===== config.mk =====
export PLATFORM = sky130hd
export DESIGN_NAME = bunch_strobe_sequencer_flat
export DESIGN_NICKNAME = d
export VERILOG_FILES = /design/src/rtl/bunch_strobe_sequencer_if.sv /design/src/rtl/bunch_strobe_sequencer.sv /design/src/flat_wrapper.sv
export SDC_FILE = /design/constraint.sdc
export NUM_CORES = 1
export LEC_CHECK = 0
export BUFFER_PORTS_ARGS = -buffer_cell sky130_fd_sc_hd__buf_4
export CORE_UTILIZATION = 57
export CTS_CLUSTER_SIZE = 40
export DETAILED_ROUTE_END_ITERATION = 10
export PLACE_DENSITY_LB_ADDON = 0.08
export SLEW_MARGIN = 20
export SYNTH_ARGS = -nofsm -noshare
export SYNTH_HDL_FRONTEND = slang
export SYNTH_SLANG_ARGS = --single-unit

===== constraint.sdc =====
create_clock -name clk -period 6.01 [get_ports clk]
set_clock_uncertainty 0.2 [all_clocks]
set_input_delay 0.3005 -clock clk [delete_from_list [all_inputs] [get_ports clk]]
set_output_delay 0.3005 -clock clk [all_outputs]
set_load 0.01 [all_outputs]

===== src/rtl/bunch_strobe_sequencer_if.sv =====
// Host/sequencer bus for bunch_strobe_sequencer: staging config, control
// pulses and the registered strobe/status outputs.
interface bunch_strobe_sequencer_if #(
  parameter int unsigned CW = 11
);
  logic          cfg_wr;
  logic [9:0]    cfg_first;
  logic [4:0]    cfg_nbunch;
  logic [7:0]    cfg_nsamp;
  logic [CW-1:0] cfg_spacing;
  logic          arm;
  logic          trig;
  logic          abort;
  logic          store_strb;
  logic          bunch_strb;
  logic [4:0]    bunch_idx;
  logic          busy;
  logic          done;
  logic          cfg_err;
  logic          overrun;

  modport master (
    output cfg_wr, cfg_first, cfg_nbunch, cfg_nsamp, cfg_spacing, arm, trig, abort,
    input  store_strb, bunch_strb, bunch_idx, busy, done, cfg_err, overrun
  );

  modport slave (
    input  cfg_wr, cfg_first, cfg_nbunch, cfg_nsamp, cfg_spacing, arm, trig, abort,
    output store_strb, bunch_strb, bunch_idx, busy, done, cfg_err, overrun
  );
endinterface


===== src/rtl/bunch_strobe_sequencer.sv =====
// Run-time programmable multi-bunch strobe scheduler.
// Optional feature: define SEQ_RUN_COUNT_EN to add the run_count[15:0] output
// (counts done pulses, wraps, cleared by rst only).
module bunch_strobe_sequencer #(
  parameter int unsigned STORE_LEN = 1500,
  parameter int unsigned CW        = 11
) (
  input logic clk,
  input logic rst,
  bunch_strobe_sequencer_if.slave bus
`ifdef SEQ_RUN_COUNT_EN
  ,
  output logic [15:0] run_count
`endif
);

  typedef enum logic [1:0] {S_IDLE, S_ARMED, S_RUN, S_DONE} state_t;

  state_t        state_q, state_d;
  logic [9:0]    stg_first_q, stg_first_d;
  logic [4:0]    stg_nbunch_q, stg_nbunch_d;
  logic [7:0]    stg_nsamp_q, stg_nsamp_d;
  logic [CW-1:0] stg_spacing_q, stg_spacing_d;
  logic [4:0]    act_nbunch_q, act_nbunch_d;
  logic [7:0]    act_nsamp_q, act_nsamp_d;
  logic [CW-1:0] act_spacing_q, act_spacing_d;
  logic [CW-1:0] i_q, i_d;
  logic [11:0]   start_q, start_d;
  logic [4:0]    k_q, k_d;
  logic [7:0]    rem_q, rem_d;
  logic [4:0]    cmpl_q, cmpl_d;
  logic          ovf_q, ovf_d;
  logic          store_strb_q, store_strb_d;
  logic          bunch_strb_q, bunch_strb_d;
  logic [4:0]    bunch_idx_q, bunch_idx_d;
  logic          busy_q, busy_d;
  logic          done_q, done_d;
  logic          cfg_err_q, cfg_err_d;
  logic          overrun_q, overrun_d;
`ifdef SEQ_RUN_COUNT_EN
  logic [15:0]   run_count_q, run_count_d;
`endif

  logic [4:0]    sel_nb, sel_k;
  logic [7:0]    sel_ns;
  logic [CW-1:0] sel_sp;
  logic [11:0]   sel_start, sel_n, next_start;
  logic          hit, stg_bad, accept, win_end;

  // Next-state logic; the bunch-start test is shared between the trigger
  // cycle (staging config, window index 0) and the run (active config, i+1).
  always_comb begin
    state_d       = state_q;
    stg_first_d   = stg_first_q;
    stg_nbunch_d  = stg_nbunch_q;
    stg_nsamp_d   = stg_nsamp_q;
    stg_spacing_d = stg_spacing_q;
    act_nbunch_d  = act_nbunch_q;
    act_nsamp_d   = act_nsamp_q;
    act_spacing_d = act_spacing_q;
    i_d           = i_q;
    start_d       = start_q;
    k_d           = k_q;
    rem_d         = rem_q;
    cmpl_d        = cmpl_q;
    ovf_d         = ovf_q;
    store_strb_d  = store_strb_q;
    bunch_strb_d  = bunch_strb_q;
    bunch_idx_d   = bunch_idx_q;
    busy_d        = busy_q;
    done_d        = 1'b0;
    cfg_err_d     = 1'b0;
    overrun_d     = overrun_q;

    if (bus.cfg_wr) begin
      stg_first_d   = bus.cfg_first;
      stg_nbunch_d  = bus.cfg_nbunch;
      stg_nsamp_d   = bus.cfg_nsamp;
      stg_spacing_d = bus.cfg_spacing;
    end

    if (state_q == S_ARMED) begin
      sel_nb    = stg_nbunch_q;
      sel_ns    = stg_nsamp_q;
      sel_sp    = stg_spacing_q;
      sel_start = {2'b00, stg_first_q};
      sel_k     = '0;
      sel_n     = '0;
    end else begin
      sel_nb    = act_nbunch_q;
      sel_ns    = act_nsamp_q;
      sel_sp    = act_spacing_q;
      sel_start = start_q;
      sel_k     = k_q;
      sel_n     = 12'(i_q) + 12'd1;
    end
    next_start = sel_start + 12'(sel_sp);
    hit        = (sel_k < sel_nb) && (sel_start == sel_n);
    stg_bad    = (stg_nbunch_q == '0) || (stg_nsamp_q == '0) ||
                 (stg_spacing_q <= CW'(stg_nsamp_q));
    accept     = (state_q == S_ARMED) && bus.trig && !stg_bad;
    win_end    = (state_q == S_RUN) && (i_q == CW'(STORE_LEN - 1));

    case (state_q)
      S_IDLE: begin
        if (bus.arm) begin
          state_d = S_ARMED;
          busy_d  = 1'b1;
        end
      end
      S_ARMED: begin
        if (bus.trig) begin
          if (stg_bad) begin
            cfg_err_d = 1'b1;
          end else begin
            act_nbunch_d  = stg_nbunch_q;
            act_nsamp_d   = stg_nsamp_q;
            act_spacing_d = stg_spacing_q;
            overrun_d     = 1'b0;
            state_d       = S_RUN;
            store_strb_d  = 1'b1;
            bunch_strb_d  = 1'b0;
            i_d           = '0;
            k_d           = '0;
            start_d       = sel_start;
            cmpl_d        = '0;
            ovf_d         = 1'b0;
          end
        end
      end
      S_RUN: begin
        if (win_end) begin
          // A gate still open here is truncated and does not count as complete.
          state_d      = S_DONE;
          store_strb_d = 1'b0;
          bunch_strb_d = 1'b0;
          busy_d       = 1'b0;
          done_d       = 1'b1;
          overrun_d    = ovf_q || (cmpl_q != act_nbunch_q);
        end else begin
          i_d = i_q + CW'(1);
          if (bunch_strb_q) begin
            if (rem_q == 8'd1) begin
              bunch_strb_d = 1'b0;
              cmpl_d       = cmpl_q + 5'd1;
            end else begin
              rem_d = rem_q - 8'd1;
            end
          end
        end
      end
      S_DONE: begin
        state_d = S_IDLE;
      end
      default: state_d = S_IDLE;
    endcase

    if ((accept || ((state_q == S_RUN) && !win_end)) && hit) begin
      bunch_strb_d = 1'b1;
      rem_d        = sel_ns;
      bunch_idx_d  = sel_k;
      k_d          = sel_k + 5'd1;
      start_d      = next_start;
      if ((next_start > 12'd2047) && (({1'b0, sel_k} + 6'd1) < {1'b0, sel_nb}))
        ovf_d = 1'b1;
    end

    if (bus.abort) begin
      state_d      = S_IDLE;
      store_strb_d = 1'b0;
      bunch_strb_d = 1'b0;
      busy_d       = 1'b0;
      done_d       = 1'b0;
      cfg_err_d    = 1'b0;
      overrun_d    = overrun_q;
    end

`ifdef SEQ_RUN_COUNT_EN
    run_count_d = done_d ? run_count_q + 16'd1 : run_count_q;
`endif
  end

  // State, configuration and registered outputs.
  always_ff @(posedge clk or posedge rst) begin
    if (rst) begin
      state_q       <= S_IDLE;
      stg_first_q   <= '0;
      stg_nbunch_q  <= '0;
      stg_nsamp_q   <= '0;
      stg_spacing_q <= '0;
      act_nbunch_q  <= '0;
      act_nsamp_q   <= '0;
      act_spacing_q <= '0;
      i_q           <= '0;
      start_q       <= '0;
      k_q           <= '0;
      rem_q         <= '0;
      cmpl_q        <= '0;
      ovf_q         <= 1'b0;
      store_strb_q  <= 1'b0;
      bunch_strb_q  <= 1'b0;
      bunch_idx_q   <= '0;
      busy_q        <= 1'b0;
      done_q        <= 1'b0;
      cfg_err_q     <= 1'b0;
      overrun_q     <= 1'b0;
`ifdef SEQ_RUN_COUNT_EN
      run_count_q   <= '0;
`endif
    end else begin
      state_q       <= state_d;
      stg_first_q   <= stg_first_d;
      stg_nbunch_q  <= stg_nbunch_d;
      stg_nsamp_q   <= stg_nsamp_d;
      stg_spacing_q <= stg_spacing_d;
      act_nbunch_q  <= act_nbunch_d;
      act_nsamp_q   <= act_nsamp_d;
      act_spacing_q <= act_spacing_d;
      i_q           <= i_d;
      start_q       <= start_d;
      k_q           <= k_d;
      rem_q         <= rem_d;
      cmpl_q        <= cmpl_d;
      ovf_q         <= ovf_d;
      store_strb_q  <= store_strb_d;
      bunch_strb_q  <= bunch_strb_d;
      bunch_idx_q   <= bunch_idx_d;
      busy_q        <= busy_d;
      done_q        <= done_d;
      cfg_err_q     <= cfg_err_d;
      overrun_q     <= overrun_d;
`ifdef SEQ_RUN_COUNT_EN
      run_count_q   <= run_count_d;
`endif
    end
  end

  assign bus.store_strb = store_strb_q;
  assign bus.bunch_strb = bunch_strb_q;
  assign bus.bunch_idx  = bunch_idx_q;
  assign bus.busy       = busy_q;
  assign bus.done       = done_q;
  assign bus.cfg_err    = cfg_err_q;
  assign bus.overrun    = overrun_q;
`ifdef SEQ_RUN_COUNT_EN
  assign run_count      = run_count_q;
`endif

endmodule


===== src/flat_wrapper.sv =====
// flat-port wrapper written by rule: the top's interface ports become plain ports
module bunch_strobe_sequencer_flat 
#(
  parameter int unsigned STORE_LEN = 1500,
  parameter int unsigned CW        = 11
)
  (clk, rst, bus_cfg_wr, bus_cfg_first, bus_cfg_nbunch, bus_cfg_nsamp, bus_cfg_spacing, bus_arm, bus_trig, bus_abort, bus_store_strb, bus_bunch_strb, bus_bunch_idx, bus_busy, bus_done, bus_cfg_err, bus_overrun);
  bunch_strobe_sequencer_if #(.CW(CW)) bus_i ();
  input logic clk;
  input logic rst;
  input wire logic [$bits(bus_i.cfg_wr)-1:0] bus_cfg_wr;
  input wire logic [$bits(bus_i.cfg_first)-1:0] bus_cfg_first;
  input wire logic [$bits(bus_i.cfg_nbunch)-1:0] bus_cfg_nbunch;
  input wire logic [$bits(bus_i.cfg_nsamp)-1:0] bus_cfg_nsamp;
  input wire logic [$bits(bus_i.cfg_spacing)-1:0] bus_cfg_spacing;
  input wire logic [$bits(bus_i.arm)-1:0] bus_arm;
  input wire logic [$bits(bus_i.trig)-1:0] bus_trig;
  input wire logic [$bits(bus_i.abort)-1:0] bus_abort;
  output wire logic [$bits(bus_i.store_strb)-1:0] bus_store_strb;
  output wire logic [$bits(bus_i.bunch_strb)-1:0] bus_bunch_strb;
  output wire logic [$bits(bus_i.bunch_idx)-1:0] bus_bunch_idx;
  output wire logic [$bits(bus_i.busy)-1:0] bus_busy;
  output wire logic [$bits(bus_i.done)-1:0] bus_done;
  output wire logic [$bits(bus_i.cfg_err)-1:0] bus_cfg_err;
  output wire logic [$bits(bus_i.overrun)-1:0] bus_overrun;
  assign bus_i.cfg_wr = bus_cfg_wr;
  assign bus_i.cfg_first = bus_cfg_first;
  assign bus_i.cfg_nbunch = bus_cfg_nbunch;
  assign bus_i.cfg_nsamp = bus_cfg_nsamp;
  assign bus_i.cfg_spacing = bus_cfg_spacing;
  assign bus_i.arm = bus_arm;
  assign bus_i.trig = bus_trig;
  assign bus_i.abort = bus_abort;
  assign bus_store_strb = bus_i.store_strb;
  assign bus_bunch_strb = bus_i.bunch_strb;
  assign bus_bunch_idx = bus_i.bunch_idx;
  assign bus_busy = bus_i.busy;
  assign bus_done = bus_i.done;
  assign bus_cfg_err = bus_i.cfg_err;
  assign bus_overrun = bus_i.overrun;
  bunch_strobe_sequencer #(.STORE_LEN(STORE_LEN), .CW(CW)) u_core (.clk(clk), .rst(rst), .bus(bus_i));
endmodule

==> reports/results.ini <==
[run_status]
outcome=finished with violations
violations=DRC

[cts]
ctsHoldBuffers=36
cts_buffers=17
cts_setup_buffers=0
cts_tree=done
clk_latency_ns=0.42
clock_sinks=113
cts_max_level=4
clkTransAtPathRegs_ns=0.05
clockRootBuffer=clkbuf_16
clockBufferDepth=2
cts_resized=0

[floorplanning]
boundaryPins=51
rows=39
dieWidth_um=111
die_height_um=111
start_util_pct=59.2
coreArea_um2=11500
dieArea_um2=12400

[route]
viasPerCell=5.86
drc=6
drtAntennaViolNets=0
wl_per_cell_um=17.1
drt_pass1_iterations=8
drt_wl_total_mm=16.3
drt-initial-drc-count=416
vias=5587

[timing]
rsz0062_at_grt=false
period_minus_slack_ns=4.56
finalCritPeriodShare_pct=75.8
worst_pin_slew_ns=1.05
tns_ns=0
fin_hold_ws_ns=0.0550
final-setup-viol-count=0
slew_violations=0
finalHoldViolations=0
max_clock_freq_mhz=219
slew-limit-headroom_pct=29.7

[synthesis]
ys_top_cells_by_count=nand2_1 (118), dfrtp_1 (113), o21ai_0 (54), mux2_2 (39), ha_1 (35)
synth_seq_cells=113
async_flop_share_pct=100
synth_edf_count=0
synth_top_cell_by_area=dfrtp_1
ys.flop_type=dfrtp_1
synth_area_per_cell_um2=9.37
synth.net_count=803
synth_warnings=0
synth_cells=727
synth.top_cell.area_share_pct=41.5
ys_seq_area_share_pct=41.5
synth_area_um2=6810
ys_types=67
synth_area_leaders=dfrtp_1 (42%), nand2_1 (6.5%), mux2_2 (6.4%), ha_1 (6.4%), o21ai_0 (4.0%)
synth.most_common_cell=nand2_1

[setup_path]
rr_startpoint=u_core.state_q[1]
cp-start-kind=register
end_kind=register
worst-endpoint-required_ns=6.08
r2r_setup_slack_ns=1.45
r2r_end=u_core.start_q[9]
critPathKind=reg -> reg
crit_fanout=43
critPathArrivalTime_ns=4.62
reg2reg_depth=12

[pwr]
p_per_area_nw_per_um2=433
cellLeakagePower_nw=3.70
ir_drop_mv=0.235
total_power_mw=3.56

[global_routing]
antenna_found_initial=0
grt_pass1_wl_mm=27.6
grt_pass1_vias=5617
globalRouteOverflowTotal=0
grtUsageTotal_pct=28.6
grt_max_degree=58

[placement]
numPortBuffers=50
hpwlAfterDp_mm=11.2
place_inst=886
place_congestion=0.881

[worst_hold_path]
min_from=bus_arm
holdPathEnd=u_core.bus.busy
min_path_type=in -> reg
holdPathStages=4

[job]
maxCapViolCount=0

[finish]
area_growth_pct=20.8
nNetsFinal=874
drive_above_1_share_pct=17.8
antennaDiodeCount=0
fin_cells=954

[how the worst max path moves through the flow]
stage / start / slack (ns) / endpoint / cells after the start
after floorplan: u_core.state_q[1] / 1.21 / u_core.bus.bunch_idx[1] / 17
after global placement: u_core.state_q[1] / 1.69 / u_core.rem_q[7] / 12
after detailed placement: u_core.state_q[1] / 1.50 / u_core.rem_q[4] / 12
after CTS: u_core.state_q[1] / 1.46 / u_core.rem_q[4] / 12
after global routing: u_core.state_q[1] / 1.06 / u_core.rem_q[3] / 12
final: u_core.state_q[1] / 1.45 / u_core.start_q[9] / 12
[per-stage QoR]
stage	setup WS (ns)	cell area, um^2	utilization [%]
CTS	1.46	8230	71.5
finish	1.45	8230	71.5
detailed placement	1.50	7240	62.9
global route	1.06	8230	71.5
global placement	1.69	7240	62.9
floorplan	1.21	6810	-
[layout by cell type, fill, tap and decap left out, types with 4 or more instances in the layout]
| cell type | instances |
|---|---|
| nand2b_1 | 9 |
| o211ai_1 | 6 |
| a22o_1 | 4 |
| nor4_1 | 6 |
| nor3_1 | 11 |
| xor2_1 | 17 |
| or3_1 | 5 |
| nor2_1 | 31 |
| o21bai_1 | 4 |
| dfrtp_1 | 113 |
| nand2_1 | 118 |
| a21o_1 | 7 |
| nand3_1 | 22 |
| o21ai_0 | 54 |
| nor2b_1 | 16 |
| a21oi_1 | 27 |
| xnor2_1 | 22 |
| a311oi_1 | 4 |
| nand4_1 | 9 |
| mux2_2 | 39 |
| buf_4 | 55 |
| a211oi_1 | 7 |
| or2_2 | 4 |
| clkbuf_8 | 5 |
| mux2i_1 | 21 |
| o21ai_1 | 4 |
| inv_1 | 29 |
| ha_1 | 34 |
| clkbuf_16 | 17 |
| o31ai_1 | 5 |
| dlygate4sd3_1 | 36 |
[critical path, cell delays in order, from the launching register on]
cell and delay (ns):
dfrtp_1 0.40, inv_1 0.12, ha_2 0.70, buf_4 0.37, nor2b_1 0.14, ha_1 0.33
a21oi_1 0.14, nand4_1 0.10, a311o_1 0.40, nor4_4 0.43, nand2_2 0.57, a31oi_1 0.37
o21ai_1 0.11
[per-layer routing]
| metal | track usage [%] | up-vias | part of all wire [%] |
|---|---|---|---|
| met5 | 0 | - | 0 |
| li1 | - | 2713 | - |
| met4 | 10.9 | 0 | 2.0 |
| met1 | 37.4 | 2711 | 46 |
| met3 | 5.90 | 25 | 4.0 |
| met2 | 47.0 | 138 | 48 |
[power breakdown]
part	leakage [nW]	internal (mW)	switching, mW
sequential	1.42	0.927	0.165
combinational	1.98	0.630	0.789
clock	0.301	0.703	0.347
total	3.70	2.26	1.30
[flip-flops by register name, summed over array words and instances (netlist names), 5 cells and up]
name,count
u_core.i_q,11
u_core.cmpl_q,5
u_core.stg_spacing_q,11
u_core.k_q,5
u_core.start_q,12
u_core.act_spacing_q,11
u_core.act_nsamp_q,8
u_core.stg_first_q,10
u_core.act_nbunch_q,5
u_core.stg_nsamp_q,8
u_core.rem_q,8
u_core.bus.bunch_idx,5
u_core.stg_nbunch_q,5
[cell type report]
cell class / count / area, um^2
tap: 143 / 179
fill: 858 / 3290
clock inverter: 9 / 128
timing repair buffer: 91 / 773
clock buffer: 23 / 498
multi-input combinational: 545 / 3710
sequential: 113 / 2830
inverter: 30 / 115
[kinds of logic after synthesis]
kind of cell | synth area share [%]
AOI/OAI and AO/OA | 14.7
xor gates and xnor gates | 5.01
adders and majority gates | 7.02
buffers and inverters | 4.26
DFF | 41.5
muxes | 9.86
and+or+nand+nor | 17.7
No activity file was read; power rests on OpenSTA's default activity.
